==> config.mk <==
export PLATFORM = sky130hd
export DESIGN_NAME = gan_weight_loader
export DESIGN_NICKNAME = d
export VERILOG_FILES = /design/src/rtl/gan_weight_loader.sv
export SDC_FILE = /design/constraint.sdc
export NUM_CORES = 2
export LEC_CHECK = 0
export CORE_AREA = 3 3 509 511
export CTS_CLUSTER_DIAMETER = 80
export DETAILED_ROUTE_END_ITERATION = 8
export DIE_AREA = 0 0 512 514
export GPL_TIMING_DRIVEN = 0
export HOLD_SLACK_MARGIN = 0.15
export PLACE_DENSITY_LB_ADDON = 0.2
export SLEW_MARGIN = 20
export SYNTH_ARGS = -nofsm -noshare
export SYNTH_HDL_FRONTEND = slang
export SYNTH_SLANG_ARGS = --single-unit
==> constraint.sdc <==
create_clock -name clk -period 6.95 [get_ports clk]
set_input_delay 1.0425 -clock clk [delete_from_list [all_inputs] [get_ports clk]]
set_output_delay 1.0425 -clock clk [all_outputs]
set_load 0.03 [all_outputs]
==> src/rtl/gan_weight_loader.sv <==
// gan_weight_loader
// -----------------------------------------------------------------------------
// Streaming, double-buffered loader for the GAN parameter set. Parameter words
// arrive one per handshake. Each word is written into a shadow copy of the
// complete set. The four committed weight buses change only on an atomic
// commit, and a commit happens only after a complete, correctly framed stream.
// Because of this, the generator and discriminator keep running on the old set
// while a reload is in progress.
//
// Ports
//   clk, rst_n          : clock (rising edge); asynchronous active-low reset
//   s_valid/s_ready     : word stream handshake
//   s_data, s_last      : parameter word and end-of-stream marker
//   clear               : synchronous abort/acknowledge, returns to IDLE
//   flat_weights_L1/L2  : committed generator layer 1 / layer 2 buses
//   flat_weights_D1/D2  : committed discriminator layer 1 / layer 2 buses
//   weights_ready       : a committed set exists (sticky until reset)
//   commit_pulse        : one-cycle strobe, the cycle after a commit edge
//   load_error          : framing error; held until clear or reset
//   word_count          : words accepted in the current stream
//
// Handshake: a word transfers on a rising edge where s_valid && s_ready.
// s_data and s_last are sampled only on that edge. s_ready is combinational:
// it is high in every state except ERROR, and it is forced low while clear is
// asserted. s_ready does not depend on s_valid.
//
// Word k of a stream is stored at bits [k*WIDTH +: WIDTH] of one flat vector.
// The four output buses are consecutive slices of that vector, in the order
// L1, L2, D1, D2. As a result, slot j of each bus sits at bits [j*WIDTH +: WIDTH].
// -----------------------------------------------------------------------------
module gan_weight_loader #(
  parameter int WIDTH = 16,
  parameter int N_G1  = 9,
  parameter int N_G2  = 36,
  parameter int N_D1  = 30,
  parameter int N_D2  = 4
) (
  input  logic                   clk,
  input  logic                   rst_n,
  input  logic                   s_valid,
  output logic                   s_ready,
  input  logic [WIDTH-1:0]       s_data,
  input  logic                   s_last,
  input  logic                   clear,
  output logic [N_G1*WIDTH-1:0]  flat_weights_L1,
  output logic [N_G2*WIDTH-1:0]  flat_weights_L2,
  output logic [N_D1*WIDTH-1:0]  flat_weights_D1,
  output logic [N_D2*WIDTH-1:0]  flat_weights_D2,
  output logic                   weights_ready,
  output logic                   commit_pulse,
  output logic                   load_error,
  output logic [6:0]             word_count
);

  localparam int N       = N_G1 + N_G2 + N_D1 + N_D2;
  localparam int TOTAL_W = N * WIDTH;
  localparam logic [6:0] LAST_IDX = 7'(N - 1);

  localparam int OFF_L2 = N_G1 * WIDTH;
  localparam int OFF_D1 = (N_G1 + N_G2) * WIDTH;
  localparam int OFF_D2 = (N_G1 + N_G2 + N_D1) * WIDTH;

  typedef enum logic [1:0] {
    ST_IDLE  = 2'd0,
    ST_LOAD  = 2'd1,
    ST_DONE  = 2'd2,
    ST_ERROR = 2'd3
  } state_t;

  state_t               state_q, state_d;
  logic [TOTAL_W-1:0]   shadow_q, shadow_d;
  logic [TOTAL_W-1:0]   committed_q, committed_d;
  logic [6:0]           word_count_q, word_count_d;
  logic                 weights_ready_q, weights_ready_d;
  logic                 commit_pulse_q, commit_pulse_d;
  logic                 accept;

  assign s_ready = (state_q != ST_ERROR) && !clear;
  assign accept  = s_valid && s_ready;

  always_comb begin
    state_d         = state_q;
    shadow_d        = shadow_q;
    committed_d     = committed_q;
    word_count_d    = word_count_q;
    weights_ready_d = weights_ready_q;
    commit_pulse_d  = 1'b0;

    if (clear) begin
      // Abort or acknowledge. The committed set and weights_ready stay as they are.
      state_d      = ST_IDLE;
      word_count_d = 7'd0;
    end else if (accept) begin
      case (state_q)
        ST_IDLE, ST_DONE: begin
          // A new stream starts. word_count restarts here even after DONE.
          shadow_d[0 +: WIDTH] = s_data;
          word_count_d         = 7'd1;
          state_d              = s_last ? ST_ERROR : ST_LOAD;
        end
        ST_LOAD: begin
          shadow_d[int'(word_count_q) * WIDTH +: WIDTH] = s_data;
          word_count_d = word_count_q + 7'd1;
          if (word_count_q == LAST_IDX) begin
            if (s_last) begin
              // shadow_d already holds the final word taken straight from
              // s_data, so the whole set commits on this same edge.
              committed_d     = shadow_d;
              weights_ready_d = 1'b1;
              commit_pulse_d  = 1'b1;
              state_d         = ST_DONE;
            end else begin
              state_d = ST_ERROR;
            end
          end else if (s_last) begin
            state_d = ST_ERROR;
          end
        end
        default: begin
          // ST_ERROR never accepts a word because s_ready is low there.
        end
      endcase
    end
  end

  always_ff @(posedge clk or negedge rst_n) begin
    if (!rst_n) begin
      state_q         <= ST_IDLE;
      shadow_q        <= '0;
      committed_q     <= '0;
      word_count_q    <= 7'd0;
      weights_ready_q <= 1'b0;
      commit_pulse_q  <= 1'b0;
    end else begin
      state_q         <= state_d;
      shadow_q        <= shadow_d;
      committed_q     <= committed_d;
      word_count_q    <= word_count_d;
      weights_ready_q <= weights_ready_d;
      commit_pulse_q  <= commit_pulse_d;
    end
  end

  assign flat_weights_L1 = committed_q[0      +: N_G1*WIDTH];
  assign flat_weights_L2 = committed_q[OFF_L2 +: N_G2*WIDTH];
  assign flat_weights_D1 = committed_q[OFF_D1 +: N_D1*WIDTH];
  assign flat_weights_D2 = committed_q[OFF_D2 +: N_D2*WIDTH];

  assign weights_ready = weights_ready_q;
  assign commit_pulse  = commit_pulse_q;
  assign load_error    = (state_q == ST_ERROR);
  assign word_count    = word_count_q;

endmodule

=== After elaboration in Yosys (flattened, before gate mapping) ===
Cells that the tools add are included.

* Add/subtract/negate cells: 2
* Eq/ne operators: 6
* Shifts and indexed selects: 2
* Muxes and demuxes: 17
* Bitwise operators: 1
* Reductions and logical operators: 13

{| class="wikitable"
|+ Operators by type and width
! kind !! number
|-
| $bwmux W1264 || 1
|-
| $shift A16 B33 Y1264 const A || 1
|-
| $shiftx A16 B33 Y1264 || 1
|-
| $neg A11 Y33 || 1
|-
| $pmux W16 S2 || 1
|-
| $mux W7 || 2
|-
| $pmux W7 S2 || 1
|-
| $mux W2 || 5
|-
| $reduce_and A3 Y1 || 3
|-
| $add A7 B1 Y7 const B || 1
|-
| $eq A7 B7 Y1 const B || 1
|-
| $mux W1 || 6
|-
| $reduce_and A5 Y1 || 1
|-
| $eq A2 B2 Y1 const B || 2
|-
| $ne A4 B4 Y1 const B || 1
|-
| $pmux W2 S2 || 1
|-
| $reduce_bool A2 Y1 || 2
|-
| $reduce_bool A3 Y1 || 1
|-
| $eq A2 B1 Y1 const B || 1
|-
| $logic_and A1 B1 Y1 || 2
|-
| $logic_not A2 Y1 || 1
|-
| $ne A2 B2 Y1 const B || 1
|-
| $reduce_and A2 Y1 || 1
|-
| $reduce_or A2 Y1 || 1
|-
| 2 further kinds || 2
|}

* Register bits: 2539
* Input port bits: 21
* Output and inout port bits: 1275
* Logic and storage cells: 48

=== Logic depth before layout (Yosys ltp) ===
* Word-level depth: 5
* Depth in mapped cells: 18
* Gate-level depth less buffers: 11

=== Worst setup path after synthesis ===
No wires, ideal clock.

* Path type: reg-to-reg
* From: register word_count_q[1] (netlist: word_count[1])
* To: register shadow_q[294]
* Arrival time: 4.130 ns
* Required time: 6.825 ns
* Slack: 2.696 ns
* Cell stages (with the launch flop): 18
* Path buffers: 6
* Clock period less this slack: 4.254 ns
* Cells stage by stage: dfrtp_1 buf_2 clkbuf_1 inv_1 ha_1 or3b_1 buf_2 or3_1 inv_1 ha_1 buf_2 inv_1 nor2_1 clkbuf_1 nand2_1 nor3_2 buf_2 mux2_2

* Cells in the longest elaborated chain, start to end: 3

{| class="wikitable"
|+ Ends and longest elaborated chain
! what !! line !! text
|-
| start, declared || 73 || <nowiki>logic [6:0] word_count_q, word_count_d;</nowiki>
|-
| start signal, assigned || 138 || <nowiki>word_count_q <= word_count_d;</nowiki>
|-
| $neg A11 Y33 * || 102 || <nowiki>shadow_d[int'(word_count_q) * WIDTH +: WIDTH] = s_data;</nowiki>
|-
| $shiftx A16 B33 Y1264 or $shift A16 B33 Y1264 (tied branches) || 102 ||
|-
| $bwmux W1264 * || 102 ||
|-
| end signal, assigned || 136 || <nowiki>shadow_q <= shadow_d;</nowiki>
|-
| end, declared || 71 || <nowiki>logic [TOTAL_W-1:0] shadow_q, shadow_d;</nowiki>
|}

Mark *: on every way between the ends. The rest lies on a longest branch, timed or not.
A chain may end at the register's enable or synchronous reset.

=== Final worst setup path ===
* From: register word_count_q[0] (netlist: word_count[0])
* To: register shadow_q[517]

Same word-level chain as after synthesis.

==> impl_metrics.yaml <==
sta:
  rsz0062_at_grt: "false"
  drv_slew: 0
  fmax_mhz: 155.6
  fin_setup_tns_ps: 0
  worst_pin_slew_ps: 1254
  relSlewSlack: 0.1600
  finClkSkew_ps: 84.10
  period_share: 0.9245
  setup_viol: 0
  hold_violations: 0
  finalCriticalPeriod_ps: 6425
floorplanning:
  io_pins: 1296
  fp.dieArea_um2: 263200
  initial_utilization: 0.3910
  die_h_um: 514
  core_um2: 254400
  num_rows: 185
  dieWidth_um: 512
routing:
  detail-route-antenna-nets: 0
  wl_met1_um: 183800
  first_pass_iters: 6
  initialDrtViolationCount: 7964
  wire_per_inst_um: 31.02
  routed_wl_um: 459400
  route.met2.wl_um: 208100
  drcViolationCount: 0
  routed_via_density: 5.412
  maxUsedRoutingLayer: "met5"
  dr_wl_met3_um: 42790
  vias: 80150
logic_synthesis:
  syn_area_um2: 99460
  synthCells: 9555
  synth_edf_count: 0
  ys_seq_elements: 2539
  syn_area_per_cell_um2: 10.41
  synth_cell_types: 72
  yosys_warnings: 0
  synthArstFlopShare: 1.000
  synth_fp_nets: 9580
  yosysSeqAreaShare: 0.6388
  ys.flop_type: "dfrtp_1"
power_and_ir_drop:
  p_per_area_nw_per_um2: 244.9
  p_leak_nw: 63.79
  ir_drop_v: 0.0002414
global_route:
  grt_pass1_wl_um: 631600
  grt_usage: 0.3423
  grt_pass1_vias: 79780
  grt_max_degree: 154
  antenna_found_initial: 57
  overflow: 0
worst_hold_path:
  hold_depth: 2
  hold_class: "reg -> reg"
  hp-start: "shadow_q[114]$_DFFE_PN0P_"
  whs_endpoint: "committed_q[114]$_DFFE_PN0P_"
run_status:
  status: "finished, final reports clean"
clock_tree:
  clk_latency_ps: 960
  clk_pin_slew_ps: 60
  cts_buffers: 297
  htreeDepth: 5
  cts_buffer_depth: 4
  cts_root_buffer: "clkbuf_16"
  cts_sinks: 2539
  cts_tree: "built"
  cts_setup_buffers: 0
worst_setup_path:
  required_ps: 7710
  critical_path_arrival_ps: 7180
  critPathKind: "reg -> reg"
  worstReg2RegEnd: "shadow_q[517]$_DFFE_PN0P_"
  rr_worst_depth: 18
  startpoint_type: "register"
  critPathCaptureType: "register"
  cp_num_buf_inv: 10
  crit_path_top_delay_cell: "clkbuf_2"
  crit_fanout: 10
  crit_family: "buffers and inverters"
  r2r_start: "word_count[0]$_DFFE_PN0P_"
  path_cells: "clkbuf_1, buf_2, inv_1, ha_1, or3b_1, buf_2, or3_1, inv_1, ha_1, buf_2, inv_1, nor2_1, clkbuf_2, nand2_2, clkbuf_2, clkbuf_1, o31ai_1, o21ai_0"
  reg2reg_slack_ps: 520
  max_stage_delay_ps: 630
final_layout:
  nets: 11240
  stdcell_count: 14810
  layout-drive-gt1-share: 0.1221
  area_growth_syn_to_layout_pct: 28.83
placed_design:
  gp_congestion: 0.9230
  placed_cells: 14280
  port_buffers: 1280
  hpwl_um: 352700
job:
  cap_viol_max_count: 0
[through the flow]
stage	area (um^2)	hold WS [ps]	setup slack [ps]	power [W]	utilization
2_1_floorplan	99460	431.5	2696	0.01532	-
3_3_place_gp	116500	443.3	-109180	0.01602	0.4579
3_5_place_dp	118500	449.6	143.6	0.01611	0.4659
4_1_cts	128000	407.4	121.9	0.03154	0.5033
5_1_grt	128100	421.2	331.9	0.03223	0.5035
6_report	128100	408.8	524.6	0.03138	0.5037
[cell usage in the layout, fill, tap and decap left out, types with 9 or more instances in the layout]
cell type           n
nand2_1          3656
dfrtp_1          2539
clkdlybuf4s50_1  1279
o21ai_0           719
mux2_2            530
clkbuf_1          443
clkbuf_16         303
nor2_1            242
mux2i_1           207
buf_2             152
a21oi_1           138
mux2_1            134
clkbuf_2          112
inv_1             104
o31ai_1            95
o21ai_1            87
a31oi_1            83
clkbuf_8           57
nand3_1            49
buf_16             44
clkinv_2           42
nand4_1            39
and2_1             33
diode_2            30
buf_12             24
nor4_1             21
a21o_1             19
o211ai_1           19
or3_1              18
buf_4              18
bufinv_16          18
o311ai_0           16
buf_1              13
nor3_4             10
nor3_2             10
buf_6               9
[routing by layer]
layer | track usage | vias up
met2 | 0.5318 | 3600
met5 | 0 | -
met1 | 0.4362 | 41150
li1 | - | 34610
met4 | 0.1651 | 16
met3 | 0.1048 | 777
[sequential cells by signal, indices dropped and copies added (netlist names)]
| register | flops |
|---|---|
| committed_q | 1264 |
| shadow_q | 1264 |
| word_count | 7 |
| state_q | 2 |
| commit_pulse | 1 |
| weights_ready | 1 |
[cell usage after synthesis, drive strengths merged, types with 83 or more instances]
master / number / area (um^2)
nor2: 246 / 928.4
o21ai: 810 / 4054
a21oi: 142 / 733.2
clkbuf: 493 / 1851
mux2: 664 / 7477
mux2i: 207 / 2072
inv: 104 / 390.4
nand2: 3664 / 13770
dfrtp: 2539 / 63540
o31ai: 95 / 713.2
a31oi: 83 / 519.3
buf: 185 / 975.9
[worst reg2reg max path: stages (launching register included)]
cell,delay (ps)
dfrtp_1,420
clkbuf_1,460
buf_2,380
inv_1,110
ha_1,240
or3b_1,160
buf_2,200
or3_1,190
inv_1,60
ha_1,260
buf_2,230
inv_1,110
nor2_1,540
clkbuf_2,550
nand2_2,510
clkbuf_2,640
clkbuf_1,610
o31ai_1,430
o21ai_0,150
[report_power, final]
part | internal, W | total (W) | switching [W]
Sequential | 0.0148 | 0.0148 | 0.0000137
Combinational | 0.000168 | 0.00101 | 0.000845
Clock | 0.00925 | 0.0155 | 0.00630
Total | 0.0242 | 0.0314 | 0.00716
[cell type report]
cell class,instances,area [um^2]
antenna,30,75.07
timing repair buffer,1358,14610
sequential,2539,63540
clock inverter,78,918.4
tap,3366,4212
multi-input combinational,6233,32810
inverter,105,394.1
buffer,678,2980
clock buffer,424,8607
fill,23180,126200
[timing repair]
action / 4_1_cts / 5_1_grt
hold buffers: 1 / 0
gates resized for setup: 0 / 3
endpoints found under the setup margin: 0 / 19
endpoints found under the hold margin: 127 / 0
[cell families after synthesis]
kind of cell	after synthesis	share of synthesized area
xor gates and xnor gates	3	0.0002642
buffers and inverters	783	0.03238
and+or+nand+nor	4137	0.1634
adders and majority gates	4	0.0005032
AOI/OAI and AO/OA	1218	0.06867
DFF	2539	0.6388
muxes	871	0.09601
[worst max path at each step]
stage,cells past startpoint,start,endpoint
after global placement,1,rst_n,committed_q[124]$_DFFE_PN0P_
after floorplan,17,word_count[1]$_DFFE_PN0P_,shadow_q[294]$_DFFE_PN0P_
after detailed placement,18,word_count[0]$_DFFE_PN0P_,shadow_q[517]$_DFFE_PN0P_
after CTS,18,word_count[0]$_DFFE_PN0P_,shadow_q[517]$_DFFE_PN0P_
after global routing,18,word_count[0]$_DFFE_PN0P_,shadow_q[517]$_DFFE_PN0P_
final,18,word_count[0]$_DFFE_PN0P_,shadow_q[517]$_DFFE_PN0P_
No activity file was read; power rests on OpenSTA's default activity.
